File: config.mk
export PLATFORM = sky130hd
export DESIGN_NAME = input_debouncer
export DESIGN_NICKNAME = d
export VERILOG_FILES = /design/src/rtl/input_debouncer.sv
export SDC_FILE = /design/constraint.sdc
export NUM_CORES = 1
export LEC_CHECK = 0
export ABC_AREA = 0
export ABC_CLOCK_PERIOD_IN_PS = 10600
export CAP_MARGIN = 10
export CELL_PAD_IN_SITES_DETAIL_PLACEMENT = 0
export CELL_PAD_IN_SITES_GLOBAL_PLACEMENT = 1
export CORE_UTILIZATION = 30
export DETAILED_ROUTE_END_ITERATION = 6
export GPL_TIMING_DRIVEN = 1
export PLACE_DENSITY = 0.63
export SYNTH_ARGS = -nofsm -noshare
export SYNTH_HDL_FRONTEND = slang
export SYNTH_SLANG_ARGS = --single-unit
export TNS_END_PERCENT = 1
File: constraint.sdc
create_clock -name clk_clk -period 10.6 [get_ports clk_clk]
set_input_delay 1.59 -clock clk_clk [delete_from_list [all_inputs] [get_ports clk_clk]]
set_output_delay 1.59 -clock clk_clk [all_outputs]
set_load 0.05 [all_outputs]
File: src/rtl/input_debouncer.sv
// -----------------------------------------------------------------------------
// input_debouncer
//
// Debounces the board's push buttons and slide switches before they reach the
// processor system's PIO inputs. Every input bit is first brought into the
// clk_clk domain through a two-flop synchronizer. A per-bit counter then
// requires the synchronized level to differ from the accepted (stable) level
// for DEBOUNCE_CYCLES consecutive cycles before it is accepted. Buttons
// additionally get one-cycle press/release pulses that line up with the
// export update.
//
// Ports
//   clk_clk        in   1   system clock, all state on rising edge
//   reset_reset    in   1   asynchronous active-high reset
//   button_raw     in   2   raw button pins, active-low (0 = pressed)
//   switch_raw     in  10   raw slide-switch pins
//   button_export  out  2   debounced button levels (reset: released = 1)
//   switch_export  out 10   debounced switch levels (reset: 0)
//   button_press   out  2   one-cycle pulse on accepted 1->0 button change
//   button_release out  2   one-cycle pulse on accepted 0->1 button change
// -----------------------------------------------------------------------------
module input_debouncer #(
  parameter int unsigned DEBOUNCE_CYCLES = 50000
) (
  input  logic        clk_clk,
  input  logic        reset_reset,
  input  logic [1:0]  button_raw,
  input  logic [9:0]  switch_raw,
  output logic [1:0]  button_export,
  output logic [9:0]  switch_export,
  output logic [1:0]  button_press,
  output logic [1:0]  button_release
);

  // Bits [1:0] are the buttons, bits [11:2] are the switches.
  localparam int NB = 12;
  localparam int CW = (DEBOUNCE_CYCLES > 1) ? $clog2(DEBOUNCE_CYCLES) : 1;
  localparam logic [CW-1:0] CNT_MAX  = CW'(DEBOUNCE_CYCLES - 1);
  localparam logic [CW-1:0] CNT_ZERO = {CW{1'b0}};
  localparam logic [CW-1:0] CNT_ONE  = CW'(1);
  // Buttons idle released (1), switches idle at 0.
  localparam logic [NB-1:0] RST_VAL  = {10'b00_0000_0000, 2'b11};

  logic [NB-1:0] raw_s;
  logic [NB-1:0] sync1_r;
  logic [NB-1:0] sync2_r;
  logic [NB-1:0] stable_r;
  logic [CW-1:0] cnt_r [NB];
  logic [NB-1:0] accept_s;
  logic [1:0]    press_r;
  logic [1:0]    release_r;

  assign raw_s = {switch_raw, button_raw};

  // Acceptance: the synchronized level has disagreed with stable long enough.
  always_comb begin
    accept_s = {NB{1'b0}};
    for (int i = 0; i < NB; i++) begin
      if ((sync2_r[i] != stable_r[i]) && (cnt_r[i] == CNT_MAX)) begin
        accept_s[i] = 1'b1;
      end else begin
        accept_s[i] = 1'b0;
      end
    end
  end

  // Synchronizers, per-bit debounce counters, stable levels and edge pulses.
  always_ff @(posedge clk_clk or posedge reset_reset) begin
    if (reset_reset) begin
      sync1_r   <= RST_VAL;
      sync2_r   <= RST_VAL;
      stable_r  <= RST_VAL;
      press_r   <= 2'b00;
      release_r <= 2'b00;
      for (int i = 0; i < NB; i++) begin
        cnt_r[i] <= CNT_ZERO;
      end
    end else begin
      sync1_r <= raw_s;
      sync2_r <= sync1_r;
      for (int i = 0; i < NB; i++) begin
        if (sync2_r[i] == stable_r[i]) begin
          // Any excursion that returns to the accepted level restarts the count.
          cnt_r[i] <= CNT_ZERO;
        end else if (accept_s[i]) begin
          stable_r[i] <= sync2_r[i];
          cnt_r[i]    <= CNT_ZERO;
        end else begin
          cnt_r[i] <= cnt_r[i] + CNT_ONE;
        end
      end
      // Pulses are registered on the same edge that updates stable, so they
      // coincide with the new export value. sync2 is the level being loaded.
      press_r   <= accept_s[1:0] & ~sync2_r[1:0];
      release_r <= accept_s[1:0] &  sync2_r[1:0];
    end
  end

  assign button_export  = stable_r[1:0];
  assign switch_export  = stable_r[11:2];
  assign button_press   = press_r;
  assign button_release = release_r;

endmodule
==> flow_metrics.env, run 1 <==
export IMPL_outcome="completed"
export IMPL_met3_usage_pct=2.18
export IMPL_syn_num_nets=1060
export IMPL_cts_tree="yes"
export IMPL_grt_overflow=0
export IMPL_portBuffers=29
export IMPL_ir_worst_vdd_v=0.000135
export IMPL_power_leakage_nw=4.98
export IMPL_grt_max_degree=105
export IMPL_syn_inst=1034
export IMPL_initial_core_util_pct=30.7
export IMPL_die_w_um=191
export IMPL_intPower_mw=1.57
export IMPL_grt_pass1_vias=7363
export IMPL_gp_congestion=0.728
export IMPL_antenna_cells=0
export IMPL_power_switching_mw=0.429
export IMPL_synth_seq_cells=232
export IMPL_placeableCoreArea_mm2=0.0349
export IMPL_grt_pass1_wl_mm=35.7
export IMPL_met1_usage_pct=16.4
export IMPL_boundaryPins=30
export IMPL_yosys_most_used_dff="dfrtp_1"
export IMPL_finalNetCount=1109
export IMPL_dieHeight_um=191
export IMPL_clock_power_share_pct=51.1
export IMPL_crit_slowest_cell="clkdlybuf4s50_1"
export IMPL_fin_crit_ns=3.52
export IMPL_synthArstFlopShare_pct=100
export IMPL_avgRoutedWirePerCell_um=12.8
export IMPL_use_met2_pct=17.9
export IMPL_worst_slew_pin_slew_ns=0.886
export IMPL_ant_nets=0
export IMPL_hpwl_mm=12.5
export IMPL_yosys_area_top_type_share_pct=52.7
export IMPL_finalSetupTns_ns=0
export IMPL_synth_enable_flop_cells=0
export IMPL_area_delta_synth_final_pct=17.2
export IMPL_fin_crit_sh_pct=33.2
export IMPL_path_delay_family="buffers and inverters"
export IMPL_cp_required_ns=9.01
export IMPL_drv_slew=0
export IMPL_antenna_found_initial=0
export IMPL_yosysWarnings=0
export IMPL_grt_busiest_layer="met2"
export IMPL_syn_area_mm2=0.0107
export IMPL_timing_critical_path_fanout_max=5
export IMPL_drtPass1Iterations=7
export IMPL_postSynthAreaPerCell_um2=10.4
export IMPL_synth_commonest_cells="nor2_1, dfrtp_1, xnor2_1, nand3_1, nor4_1"
export IMPL_viasPerCell=4.65
export IMPL_path_class="reg2out"
export IMPL_p_per_area_mw_per_mm2=159
export IMPL_clk_path_buf_depth=3
export IMPL_rsz0062_at_grt="false"
export IMPL_cts_buffers=30
export IMPL_cts_sinks=232
export IMPL_finClkSkew_ns=0.0161
export IMPL_synthDistinctLibCells=32
export IMPL_worstPathCellList="clkdlybuf4s50_1"
export IMPL_cts_resized=0
export IMPL_htree_levels=1
export IMPL_root_buffer="clkbuf_16"
export IMPL_synth_largest_area_cell="dfrtp_1"
export IMPL_layout_drive_gt1_share_pct=7.23
export IMPL_switching_share_pct=21.5
export IMPL_cpPeakStageDelay_ns=0.82
export IMPL_route_vias_total=7266
export IMPL_hold_class="reg2reg"
export IMPL_startpoint_type="flip-flop"
export IMPL_post_cts_buffers=0
export IMPL_endpoint_kind="output port"
export IMPL_synthTopCellsByArea="dfrtp_1, xnor2_1, nor2_1"
export IMPL_drv_cap=0
export IMPL_critPathBufInv=1
export IMPL_clock_latency_ns=0.54
export IMPL_post_synth_top_count_cell="nor2_1"
export IMPL_path_clk_slew_ns=0.05
export IMPL_ys_seq_area_share_pct=54.2
export IMPL_drt_total_wl_mm=20.0
export IMPL_hold_ws_ns=0.346
export IMPL_rows=68
export IMPL_drt_first_iter_violations=363
export IMPL_finalHoldViolCount=0
export IMPL_power_frac_seq_pct=45.9
export IMPL_drc_errors=0
export IMPL_ctsHoldBuffers=0
export IMPL_slew_headroom_pct=40.8
export IMPL_fin_total_pwr_mw=2.00
export IMPL_max_freq_mhz=284
export IMPL_power_frac_comb_pct=2.9
export IMPL_globalRouteTotalUtil_pct=11.6
export IMPL_arrival_ns=1.93
export IMPL_finalSetupViolCount=0
export IMPL_dieArea_mm2=0.0365
==> path summary, 6_finish.rpt <==
check	start	end	slack, ns	depth (start not counted)
max	stable_r[0]	button_export[0]	7.08	1
min	sync1_r[5]	sync2_r[5]	0.35	0
max reg2reg	cnt_r[32]	cnt_r[47]	8.50	4
min reg2reg	sync1_r[5]	sync2_r[5]	0.35	0
max in group asynchronous	reset_reset	cnt_r[31]	7.64	3
min in group asynchronous	reset_reset	button_release[1]	1.56	2
==> through the flow <==
step | util (%) | area, um^2 | cells | setup slack [ns]
6_report | 36.0 | 12600 | 1562 | 7.08
5_1_grt | 36.0 | 12600 | 1562 | 7.01
4_1_cts | 36.0 | 12600 | 1562 | 7.03
3_5_place_dp | 33.1 | 11500 | 1506 | 6.97
3_3_place_gp | 33.1 | 11500 | 1506 | 6.94
2_1_floorplan | - | 10700 | 1034 | 2.66
==> registers in the layout, summed over array words and instances (netlist names) <==
name	cells
sync1_r	12
stable_r	12
button_release	2
sync2_r	12
cnt_r	192
button_press	2
==> power groups by stage <==
stage	sequential, mW	clock [mW]	combinational [mW]
2_1_floorplan	0.929	0	0.0439
3_3_place_gp	0.932	0	0.0617
3_5_place_dp	0.932	0	0.0615
4_1_cts	0.917	1.06	0.0620
5_1_grt	0.919	1.10	0.0698
6_report	0.917	1.02	0.0585
==> cell families after synthesis <==
kind of cell,after synthesis,synth area share [%]
AND/OR/NAND/NOR,533,24.0
flip-flops,232,54.2
XOR/XNOR,178,14.5
buffers and inverters,54,2.01
AO/OA/AOI/OAI,13,2.54
multiplexers,12,1.30
adder cells (fa/ha/maj),12,1.40
==> placed cells by master (no fill, tap or decap), types with 2 or more instances in the layout <==
| cell | n |
|---|---|
| nor2_1 | 231 |
| nand4b_1 | 2 |
| nor4b_1 | 6 |
| o41ai_4 | 9 |
| clkbuf_1 | 9 |
| xnor2_1 | 141 |
| bufinv_16 | 2 |
| mux2_2 | 11 |
| nand4_1 | 49 |
| clkbuf_16 | 31 |
| ha_1 | 12 |
| dfstp_2 | 6 |
| clkdlybuf4s50_1 | 29 |
| or3_1 | 2 |
| xor2_1 | 37 |
| nor3_1 | 42 |
| and4_1 | 4 |
| nor3b_1 | 4 |
| and3_1 | 6 |
| clkbuf_8 | 9 |
| nand3b_1 | 6 |
| nor4bb_1 | 4 |
| inv_1 | 39 |
| o31ai_1 | 2 |
| or4_1 | 2 |
| nand2_1 | 49 |
| clkinv_2 | 4 |
| buf_4 | 2 |
| a21oi_1 | 2 |
| nand3_1 | 65 |
| nor4_1 | 57 |
| dfrtp_1 | 226 |
==> cell type report <==
class | instances | area, um^2
clock buffer | 49 | 933
fill | 3537 | 22300
multi-input combinational | 748 | 4700
timing repair buffer | 31 | 305
sequential | 232 | 5810
tap | 455 | 569
inverter | 40 | 158
clock inverter | 7 | 88.8
==> per-layer routing <==
metal	share of wire [%]	up-vias
met5	0	-
met4	1.8	0
met3	3.6	23
met2	43	88
met1	51	3505
li1	-	3650
Power figures use the tool's default switching activity.
==> inputs of run 2 (changes only) <==
- ABC_CLOCK_PERIOD_IN_PS: 10600 -> 3300
- clock period: 10.6 -> 3.3 ns (I/O delays scaled with it)
==> flow_metrics.env, run 2 (synthesis results as in run 1) <==
export IMPL_cts_tree="yes"
export IMPL_finClkSkew_ns=0.0143
export IMPL_path_delay_family="buffers and inverters"
export IMPL_power_leakage_nw=5.02
export IMPL_crit_cells=1
export IMPL_rsz0062_at_grt="false"
export IMPL_rows=68
export IMPL_fin_crit_ns=2.42
export IMPL_grt_max_degree=98
export IMPL_worstPathCellList="clkdlybuf4s50_1"
export IMPL_fin_total_pwr_mw=6.61
export IMPL_largest_register="cnt_r"
export IMPL_max_freq_mhz=413
export IMPL_cts_sinks=232
export IMPL_fillers=3511
export IMPL_grt_overflow=0
export IMPL_grt_pass1_wl_mm=35.9
export IMPL_regToRegStartpoint="cnt_r[16]"
export IMPL_p_per_area_mw_per_mm2=522
export IMPL_initial_core_util_pct=30.7
export IMPL_root_buffer="clkbuf_16"
export IMPL_startpoint_type="flip-flop"
export IMPL_cts_buffers=29
export IMPL_hpwl_mm=12.5
export IMPL_fin_crit_sh_pct=73.3
export IMPL_globalRouteTotalUtil_pct=11.5
export IMPL_finalHoldViolCount=0
export IMPL_htree_levels=1
export IMPL_multiInputGateArea_mm2=0.00470
export IMPL_dp_cells=1508
export IMPL_path_class="reg2out"
export IMPL_largest_register_ffs=192
export IMPL_outcome="completed"
export IMPL_die_w_um=191
export IMPL_cp_required_ns=2.80
export IMPL_drc_errors=0
export IMPL_clock_latency_ns=0.54
export IMPL_critPathBufInv=1
export IMPL_layoutNonFillerInstCount=1561
export IMPL_final_common_cell="nor2_1"
export IMPL_drtPass1Iterations=4
export IMPL_antenna_found_initial=0
export IMPL_area_delta_synth_final_pct=17.9
export IMPL_boundaryPins=30
export IMPL_cp_startpoint="stable_r[0]"
export IMPL_endpoint_kind="output port"
export IMPL_drt_first_iter_violations=394
export IMPL_crit_slowest_cell="clkdlybuf4s50_1"
export IMPL_arrival_ns=1.92
export IMPL_portBuffers=29
export IMPL_cpPeakStageDelay_ns=0.81
export IMPL_hold_class="in2async"
export IMPL_most_common_layout_cells="nor2_1, dfrtp_1, xnor2_1"
export IMPL_r2r_cells=4
export IMPL_viasPerCell=4.61
export IMPL_placeableCoreArea_mm2=0.0349
export IMPL_grt_pass1_vias=7474
export IMPL_drv_slew=0
export IMPL_clk_path_buf_depth=3
export IMPL_timing_critical_path_fanout_max=5
export IMPL_antenna_cells=0
export IMPL_slew_headroom_pct=39.1
export IMPL_ctsHoldBuffers=0
export IMPL_post_cts_buffers=0
export IMPL_avgRoutedWirePerCell_um=12.5
export IMPL_utilization_pct=36.3
export IMPL_ir_worst_vdd_v=0.000355
export IMPL_route_vias_total=7191
export IMPL_cts_resized=0
export IMPL_finalSetupViolCount=0
export IMPL_path_clk_slew_ns=0.06
export IMPL_drv_cap=0
export IMPL_drt_total_wl_mm=19.6
export IMPL_worst_slew_pin_slew_ns=0.910
export IMPL_register_area_mm2=0.00581
export IMPL_gp_congestion=0.740
export IMPL_dieArea_mm2=0.0365
export IMPL_layout_drive_gt1_share_pct=7.96
export IMPL_ant_nets=0
export IMPL_finalNetCount=1110
export IMPL_dieHeight_um=191
==> run 2: changes by cell type in the layout (fill, tap and decap cells not counted), moves of 2 or more <==
cell        previous run  this run
buf_12                 0         2
bufinv_16              2         7
clkbuf_1               9         0
clkbuf_16             31        29
clkbuf_8               9         4
clkinv_2               4         9
clkinvlp_4             0         2
inv_6                  0         2
==> run 2: metal layers <==
metal  up-vias  GRT usage (%)  wire (um)
met2        78           18.1       8640
met5         -              0          0
met4         0           3.39        457
li1       3652              -          -
met3        34           2.04        637
met1      3427           16.1       9840
==> run 2: worst paths after layout <==
path                                          to  slack [ns]
worst max register to register         cnt_r[26]        1.23
worst min-delay path                  sync1_r[6]        0.22
max in group asynchronous             sync1_r[0]        2.32
worst max-delay path            button_export[0]        0.88
min in group clk_clk                 sync2_r[10]        0.35
worst min register to register       sync2_r[10]        0.35
==> run 2: cell type report <==
type	count	area share (%)
Timing Repair Buffer	33	2.73
Multi-Input combinational cell	748	37.1
Inverter	40	1.22
Tap cell	455	4.50
Sequential cell	232	46.0
Clock buffer	33	6.17
Clock inverter	20	2.29
==> run 2: stage by stage <==
step | hold slack [ns] | worst slack (ns) | instance area (um^2) | TNS (ns)
after detailed placement | 0.335 | 1.18 | 11600 | 0
after CTS | 0.207 | 0.853 | 12600 | 0
final | 0.224 | 0.881 | 12600 | 0
after floorplan | 0.331 | -0.226 | 10700 | -51.08
after global placement | 0.332 | 1.21 | 11600 | 0
after global routing | 0.212 | 0.825 | 12600 | 0
==> run 2: where the power goes <==
part	switching [mW]	total [mW]	internal [mW]
combinational	0.125	0.192	0.0666
sequential	0.0456	2.94	2.90
clock	1.23	3.47	2.24
total	1.40	6.61	5.20
==> inputs of run 3 (changes only) <==
- ABC_CLOCK_PERIOD_IN_PS: 3300 -> 2000
- PLACE_DENSITY: 0.63 -> 0.65
- clock period: 3.3 -> 2 ns (I/O delays scaled with it)
==> flow_metrics.env, run 3 (synthesis results as in run 1) <==
export IMPL_outcome="completed"
export IMPL_arrival_ns=2.27
export IMPL_rsz0062_at_grt="false"
export IMPL_dieHeight_um=191
export IMPL_route_vias_total=7374
export IMPL_rows=68
export IMPL_power_leakage_nw=5.13
export IMPL_globalRouteTotalUtil_pct=11.4
export IMPL_hold_class="in2reg"
export IMPL_portBuffers=29
export IMPL_dieArea_mm2=0.0365
export IMPL_cts_tree="yes"
export IMPL_largest_register_ffs=192
export IMPL_root_buffer="clkbuf_16"
export IMPL_ant_nets=0
export IMPL_hold_ws_ns=0.168
export IMPL_largest_register="cnt_r"
export IMPL_cp_required_ns=2.42
export IMPL_drt_total_wl_mm=19.8
export IMPL_max_freq_mhz=543
export IMPL_path_class="reg2reg"
export IMPL_slew_headroom_pct=65.9
export IMPL_boundaryPins=30
export IMPL_clock_latency_ns=0.54
export IMPL_cts_sinks=232
export IMPL_area_delta_synth_final_pct=18.0
export IMPL_hpwl_mm=13.3
export IMPL_finClkSkew_ns=0.00758
export IMPL_drt_first_iter_violations=276
export IMPL_finalNetCount=1136
export IMPL_drv_slew=0
export IMPL_worst_slew_pin_slew_ns=0.513
export IMPL_path_clk_slew_ns=0.06
export IMPL_ir_worst_vdd_v=0.000631
export IMPL_fin_crit_ns=1.84
export IMPL_die_w_um=191
export IMPL_drtPass1Iterations=4
export IMPL_fin_crit_sh_pct=92.1
export IMPL_fin_total_pwr_mw=9.85
export IMPL_grt_pass1_wl_mm=35.5
export IMPL_finalSetupViolCount=0
export IMPL_gp_congestion=0.770
export IMPL_initial_core_util_pct=30.7
export IMPL_avgRoutedWirePerCell_um=12.5
export IMPL_drc_errors=0
export IMPL_grt_max_degree=67
export IMPL_endpoint_kind="flip-flop"
export IMPL_placeableCoreArea_mm2=0.0349
export IMPL_drv_cap=0
export IMPL_p_per_area_mw_per_mm2=778
export IMPL_finalHoldViolCount=0
export IMPL_grt_overflow=0
export IMPL_viasPerCell=4.65
export IMPL_clk_path_buf_depth=3
export IMPL_antenna_found_initial=0
export IMPL_ctsHoldBuffers=0
export IMPL_cts_buffers=27
export IMPL_most_common_layout_cells="nor2_1, dfrtp_1, xnor2_1"
export IMPL_timing_critical_path_fanout_max=4
export IMPL_antenna_cells=0
export IMPL_grt_pass1_vias=7429
export IMPL_layout_drive_gt1_share_pct=9.73
export IMPL_startpoint_type="flip-flop"
export IMPL_htree_levels=1
export IMPL_final_common_cell="nor2_1"
export IMPL_utilization_pct=36.3
==> run 3: cell count changes in the layout (fill, tap and decap cells not counted), moves of 2 or more <==
cell	before	now
buf_12	2	5
buf_4	2	30
bufinv_16	7	0
clkbuf_1	0	6
clkbuf_16	29	27
clkdlybuf4s50_1	29	13
clkinv_2	9	7
clkinvlp_4	2	4
dlygate4sd2_1	0	12
inv_6	2	0
==> run 3: worst paths after layout <==
kind	slack, ns	start	end	depth (start not counted)
max in group asynchronous	1.30	reset_reset	cnt_r[5]	4
hold reg to reg	0.34	sync1_r[7]	sync2_r[7]	0
setup reg to reg	0.16	cnt_r[119]	stable_r[4]	4
hold / removal	0.17	button_raw[0]	sync1_r[0]	1
min in group asynchronous	0.24	reset_reset	sync1_r[3]	3
setup / recovery	0.16	cnt_r[119]	stable_r[4]	4
==> run 3: critical path: stages (launching register included) <==
cell     delay, ns
dfrtp_1       0.43
nor4b_2       0.30
nand2_1       0.14
or4_4         0.55
mux2_4        0.31
==> run 3: cell type report <==
| type | instances | area [um^2] |
|---|---|---|
| inverter | 40 | 154 |
| sequential | 232 | 5810 |
| clock inverter | 11 | 77.6 |
| timing repair buffer | 61 | 573 |
| multi-input combinational | 748 | 4700 |
| clock buffer | 38 | 767 |
| fill | 3549 | 22200 |
| tap | 455 | 569 |
==> run 3: repair_timing <==
item	in CTS	in global routing
gates resized for setup	12	2
endpoints found under the setup margin	12	2
setup buffers	0	0
==> run 3: power breakdown <==
group | internal, mW | switching (mW)
Sequential | 4.78 | 0.0762
Clock | 2.68 | 1.95
Combinational | 0.147 | 0.216
==> run 3: layer usage <==
metal / track usage (%) / routed length (um) / vias up
li1: - / - / 3700
met3: 2.06 / 685 / 28
met5: 0 / 0 / -
met4: 2.99 / 441 / 0
met2: 17.9 / 8730 / 76
met1: 16.1 / 9980 / 3570
==> run 3: per-stage QoR <==
| step | std cells | setup WS, ns | setup TNS (ns) | cell area [um^2] |
|---|---|---|---|---|
| finish | 1585 | 0.157 | 0 | 12700 |
| global placement | 1536 | 0.133 | 0 | 11800 |
| global route | 1585 | 0.0541 | 0 | 12700 |
| CTS | 1585 | 0.0106 | 0 | 12600 |
| detailed placement | 1536 | 0.0418 | 0 | 11800 |
| floorplan | 1034 | -1.33 | -304.06 | 10700 |
